`src/rtl/slot_allocator.sv`:
```
// Slot allocator: hands out the highest-index free slot, grant registered one cycle after request.
// Backpressure: requests while full (or during flush) are dropped; the requester must re-assert.
module priorityEncoder #(
    parameter  int WIDTH   = 8,
    localparam int IDWIDTH = $clog2(WIDTH)
) (
    input  logic [WIDTH-1:0]   in,
    output logic [IDWIDTH-1:0] out,
    output logic               found
);
    // Ascending scan with last-write-wins yields the highest-index zero bit.
    always_comb begin
        out   = '0;
        found = 1'b0;
        for (int i = 0; i < WIDTH; i++) begin
            if (!in[i]) begin
                out   = IDWIDTH'(i);
                found = 1'b1;
            end
        end
    end
endmodule

module slot_allocator #(
    parameter  int WIDTH   = 8,
    localparam int IDWIDTH = $clog2(WIDTH)
) (
    input  logic               clk,
    input  logic               reset,
    input  logic               alloc_req,
    output logic               alloc_gnt,
    output logic [IDWIDTH-1:0] alloc_id,
    input  logic               free_valid,
    input  logic [IDWIDTH-1:0] free_id,
    input  logic               flush,
    output logic [WIDTH-1:0]   occupancy,
    output logic [IDWIDTH:0]   count,
    output logic               full,
    output logic               empty,
    output logic               err_free
);
    localparam logic [IDWIDTH:0] WIDTH_V = (IDWIDTH + 1)'(WIDTH);

    logic [IDWIDTH-1:0] sel_id;
    logic               sel_found;
    logic               accept;
    logic               free_in_range;
    logic               free_hit;
    logic               free_err;
    logic [WIDTH-1:0]   occ_set;
    logic [WIDTH-1:0]   occ_clr;

    priorityEncoder #(.WIDTH(WIDTH)) u_penc (
        .in    (occupancy),
        .out   (sel_id),
        .found (sel_found)
    );

    assign full  = &occupancy;
    assign empty = ~|occupancy;

    // Selection works on pre-free occupancy, so a slot freed this cycle is never granted this cycle.
    always_comb begin
        accept        = alloc_req && sel_found && !flush;
        free_in_range = ({1'b0, free_id} < WIDTH_V);
        free_hit      = 1'b0;
        if (free_valid && !flush && free_in_range) begin
            free_hit = occupancy[free_id];
        end
        free_err = free_valid && !flush && !free_hit;
        occ_set  = accept   ? (WIDTH'(1) << sel_id)  : '0;
        occ_clr  = free_hit ? (WIDTH'(1) << free_id) : '0;
    end

    always_ff @(posedge clk) begin
        if (reset) begin
            occupancy <= '0;
            count     <= '0;
            alloc_gnt <= 1'b0;
            alloc_id  <= '0;
            err_free  <= 1'b0;
        end else begin
            if (flush) begin
                occupancy <= '0;
                count     <= '0;
                alloc_gnt <= 1'b0;
            end else begin
                occupancy <= (occupancy & ~occ_clr) | occ_set;
                count     <= count + (IDWIDTH + 1)'(accept) - (IDWIDTH + 1)'(free_hit);
                alloc_gnt <= accept;
                if (accept) begin
                    alloc_id <= sel_id;
                end
            end
            err_free <= err_free | free_err;
        end
    end
endmodule

```
`config.mk`:
```
export PLATFORM = sky130hd
export DESIGN_NAME = slot_allocator
export DESIGN_NICKNAME = d
export VERILOG_FILES = /design/src/rtl/slot_allocator.sv
export SDC_FILE = /design/constraint.sdc
export NUM_CORES = 1
export LEC_CHECK = 0
export ABC_AREA = 1
export CELL_PAD_IN_SITES_DETAIL_PLACEMENT = 2
export CELL_PAD_IN_SITES_GLOBAL_PLACEMENT = 2
export CORE_MARGIN = 8
export CORE_UTILIZATION = 22
export CTS_CLUSTER_SIZE = 40
export DETAILED_ROUTE_END_ITERATION = 16
export GPL_TIMING_DRIVEN = 0
export PLACE_DENSITY_LB_ADDON = 0.1
export SYNTH_ARGS = -nofsm -noshare
export SYNTH_HDL_FRONTEND = slang
export SYNTH_SLANG_ARGS = --single-unit
export TNS_END_PERCENT = 10
```
`constraint.sdc`:
```
create_clock -name clk -period 2.35 [get_ports clk]
set_clock_uncertainty 0.2 [all_clocks]
set_input_delay 0.3525 -clock clk [delete_from_list [all_inputs] [get_ports clk]]
set_output_delay 0.3525 -clock clk [all_outputs]
set_load 0.01 [all_outputs]
```
==> run_results.csv <==
group,metric,value,unit
synth,synth.avg_cell_area,6.68,sq um
route,route.detailed.wl_per_inst,16.1,microns
final_layout,drive_gt1_share,34.6,%
global_route,grt_pass1_vias,1425,
setup_path,startpoint,"flush",
global_route,grt_use_total,11.8,%
setup_path,end_kind,"flip-flop",
setup_path,path_cells,"clkdlybuf4s50_1, nor2_4, nand2_4, ha_1, inv_2, ha_4, inv_2, fa_2, nor2_1",
sta,fin_crit_sh,98.2,%
power,clkPwrFrac,35.6,%
synth,synth.area.mux_share,0,%
setup_path,reg2reg_depth,12,
route,drc,0,
sta,slew_headroom,57.7,%
setup_path,arrival,2.25,ns
global_route,grt_pass1_wl,6890,microns
synth,synth_xor_area_share,1.74,%
synth,synth-async-reset-ratio,0,%
final_layout,diodes,0,
clock_network,root_buffer,"clkbuf_8",
setup_path,rrSetupSlack,0.06,ns
global_route,antenna_found_initial,0,
synth,ys.flop_type,"dfxtp_1",
place,port_buffers,25,
power,ir_drop,0.205,mV
floorplanning,die_area,7010,sq um
setup_path,worst_path_most_repeated_cell,"inv_2",
power,power-per-cell-area,379,nW/um^2
job,maxCapViolCount,0,
setup_path,r2r-start,"occupancy[2]$_SDFF_PP0_",
clock_network,cts.sinks,17,
global_route,grt_max_degree,11,
setup_path,crit_end,"count[1]$_SDFF_PP0_",
route,drtPass1Iterations,3,
setup_path,crit_family,"adder cells",
synth,synth_edf_count,0,
place,hpwlAfterDp,2990,microns
route,vias,1221,
setup_path,startpoint_type,"input port",
final_layout,layout.nets,222,
setup_path,critPathMaxFanout,6,
route,viasPerCell,4.70,
synth,synthAdderAreaFrac,6.95,%
synth,synthSimpleGateAreaFrac,39.1,%
setup_path,cp_slowest_stage_delay,0.51,ns
power,p_sw_share,28.0,%
floorplanning,die_y,83.7,microns
synth,synth_seq_cells,17,
clock_network,clk_pin_slew,0.07,ns
final_layout,area_growth_syn_to_layout,67.5,%
clock_network,clockBufferDepth,2,
clock_network,cts_buffers,3,
sta,rsz0062_at_grt,"true",
synth,syn_nets,164,
clock_network,clk_latency,0.26,ns
synth,synth_cell_types,24,
power,power_frac_comb,17.8,%
sta,period_needed,2.31,ns
clock_network,htreeDepth,1,
synth,synth_top_family_by_area,"simple AND/OR/NAND/NOR gates",
final_layout,postLayoutCoreUtil,38.5,%
floorplanning,rows,24,
setup_path,path_class,"in -> reg",
sta,slew_viol_final,0,
final_layout,layout.cells.non_filler,260,
power,intPower,0.000461,W
place,dp_cells,228,
power,netSwitchingPower,0.000179,W
synth,netlist_area,1010,sq um
place,gp_congestion,0.721,
global_route,grt-ovfl-total,0,
power,power.leakage,0.699,nW
route,drt-total-wl,4180,microns
floorplanning,start_util,23.0,%
power,power.share.sequential,46.6,%
route,drt_iter0_drc,37,
setup_path,required,2.29,ns
synth,ys_warn_count,0,
synth,synth_compound_area_share,9.31,%
clock_network,cts_tree,"done",
sta,tightest_slew,0.632,ns
floorplanning,top_level_ports,27,
route,ant_nets,0,
outcome,status,"finished clean",
synth,ys_seq_area_share,33.7,%
setup_path,cp_num_buf_inv,3,
setup_path,path_depth,9,
sta,setup_violations,0,
hold_path,min_path_type,"reg -> reg",
setup_path,slowest_stage,"clkdlybuf4s50_1",
sta,fmax,433,MHz
setup_path,worstReg2RegEnd,"count[1]$_SDFF_PP0_",
floorplanning,coreArea,4380,sq um
floorplanning,dieWidth,83.7,microns
synth,syn_inst,151,
sta,final-hold-violation-count,0,
clock_network,hold_buffers,0,
[power groups by stage]
| stage | clock network (W) | logic (W) | registers (W) |
|---|---|---|---|
| CTS | 0.000236 | 0.000112 | 0.000299 |
| detailed placement | 0 | 0.000100 | 0.000310 |
| floorplan | 0 | 0.0000484 | 0.000313 |
| global route | 0.000252 | 0.000127 | 0.000300 |
| global placement | 0 | 0.0000957 | 0.000309 |
| finish | 0.000228 | 0.000114 | 0.000299 |
[sequential cells by signal (all words and copies together), names as in the netlist]
name and cells:
alloc_gnt 1, occupancy 8, err_free 1, alloc_id 3, count 4
[synthesized netlist by cell type, types with 2 or more instances]
master,count,share of area (%)
inv_2,4,1.5
nor2_1,16,6.0
nand2_1,37,14
o21ai_0,3,1.5
nand3_1,11,5.5
dfxtp_1,17,34
inv_1,16,6.0
buf_2,2,0.99
xor2_1,2,1.7
ha_1,4,5.0
a21oi_1,14,6.9
nand4_1,8,5.0
nor3_1,6,3.0
[metrics by stage]
stage               hold slack (ns)  TNS [ns]  instance area, sq um  worst slack (ns)  total power [W]
floorplan                     0.222         0                  1020           0.00429         0.000361
global placement              0.258     -2.40                  1330            -0.789         0.000405
detailed placement            0.271     -2.66                  1330            -0.863         0.000410
CTS                           0.288   -0.0119                  1640           -0.0119         0.000647
global route                  0.297    -0.226                  1690           -0.0760         0.000679
finish                        0.279         0                  1690            0.0412         0.000641
[placed cells by master (no fill, tap or decap), types with 2 or more instances in the layout]
cell type         n
dfxtp_2           4
nand2_2           5
buf_6             5
dfxtp_4           4
xor2_1            2
buf_2             2
clkbuf_8          3
ha_1              3
nand4_1           8
dfxtp_1           9
a21oi_1          13
nand3_2           2
nor2_1           15
nand2_1          32
nand3_1           9
buf_4            24
inv_1            12
clkdlybuf4s50_1  22
nand2_4           2
o21ai_2           3
nor3_1            5
inv_2             8
[layout make-up]
class / instances / area (sq um)
Fill cell: 535 / 2700
Clock buffer: 3 / 41.3
Clock inverter: 1 / 5.00
Timing Repair Buffer: 53 / 472
Inverter: 21 / 83.8
Tap cell: 52 / 65.1
Buffer: 3 / 20.0
Multi-Input combinational cell: 110 / 642
Sequential cell: 17 / 360
[worst min path at each step]
stage	from	endpoint	slack, ns	cells after the start
floorplan	reset	alloc_id[1]$_SDFFE_PP0P_	0.22	1
global placement	alloc_id[1]$_SDFFE_PP0P_	alloc_id[1]$_SDFFE_PP0P_	0.26	2
detailed placement	alloc_id[1]$_SDFFE_PP0P_	alloc_id[1]$_SDFFE_PP0P_	0.27	2
CTS	alloc_id[1]$_SDFFE_PP0P_	alloc_id[1]$_SDFFE_PP0P_	0.29	2
global route	alloc_id[1]$_SDFFE_PP0P_	alloc_id[1]$_SDFFE_PP0P_	0.30	2
finish	alloc_id[1]$_SDFFE_PP0P_	alloc_id[1]$_SDFFE_PP0P_	0.28	2
[timing repair]
action,CTS,global route
buffers inserted,27,1
setup endpoints to repair,5,8
resized for setup,32,13
pin swaps,5,8
[layer usage]
| metal | global-route usage [%] | part of all wire, % |
|---|---|---|
| met1 | 13.0 | 43 |
| met5 | 0 | 0 |
| met4 | 3.30 | 1.3 |
| met2 | 22.0 | 52 |
| met3 | 2.34 | 3.3 |
[tightest hold or removal path, stage by stage (launching register included)]
cell,delay (ns)
dfxtp_1,0.31
nand2_1,0.06
a21oi_1,0.06
[cells by family after synthesis]
family	count (synthesis)
xor gates and xnor gates	2
and+or+nand+nor	85
AOI/OAI and AO/OA	18
DFF	17
adders and majority gates	5
buffers and inverters	24
Note: power is estimated with default switching activity, not from simulation.
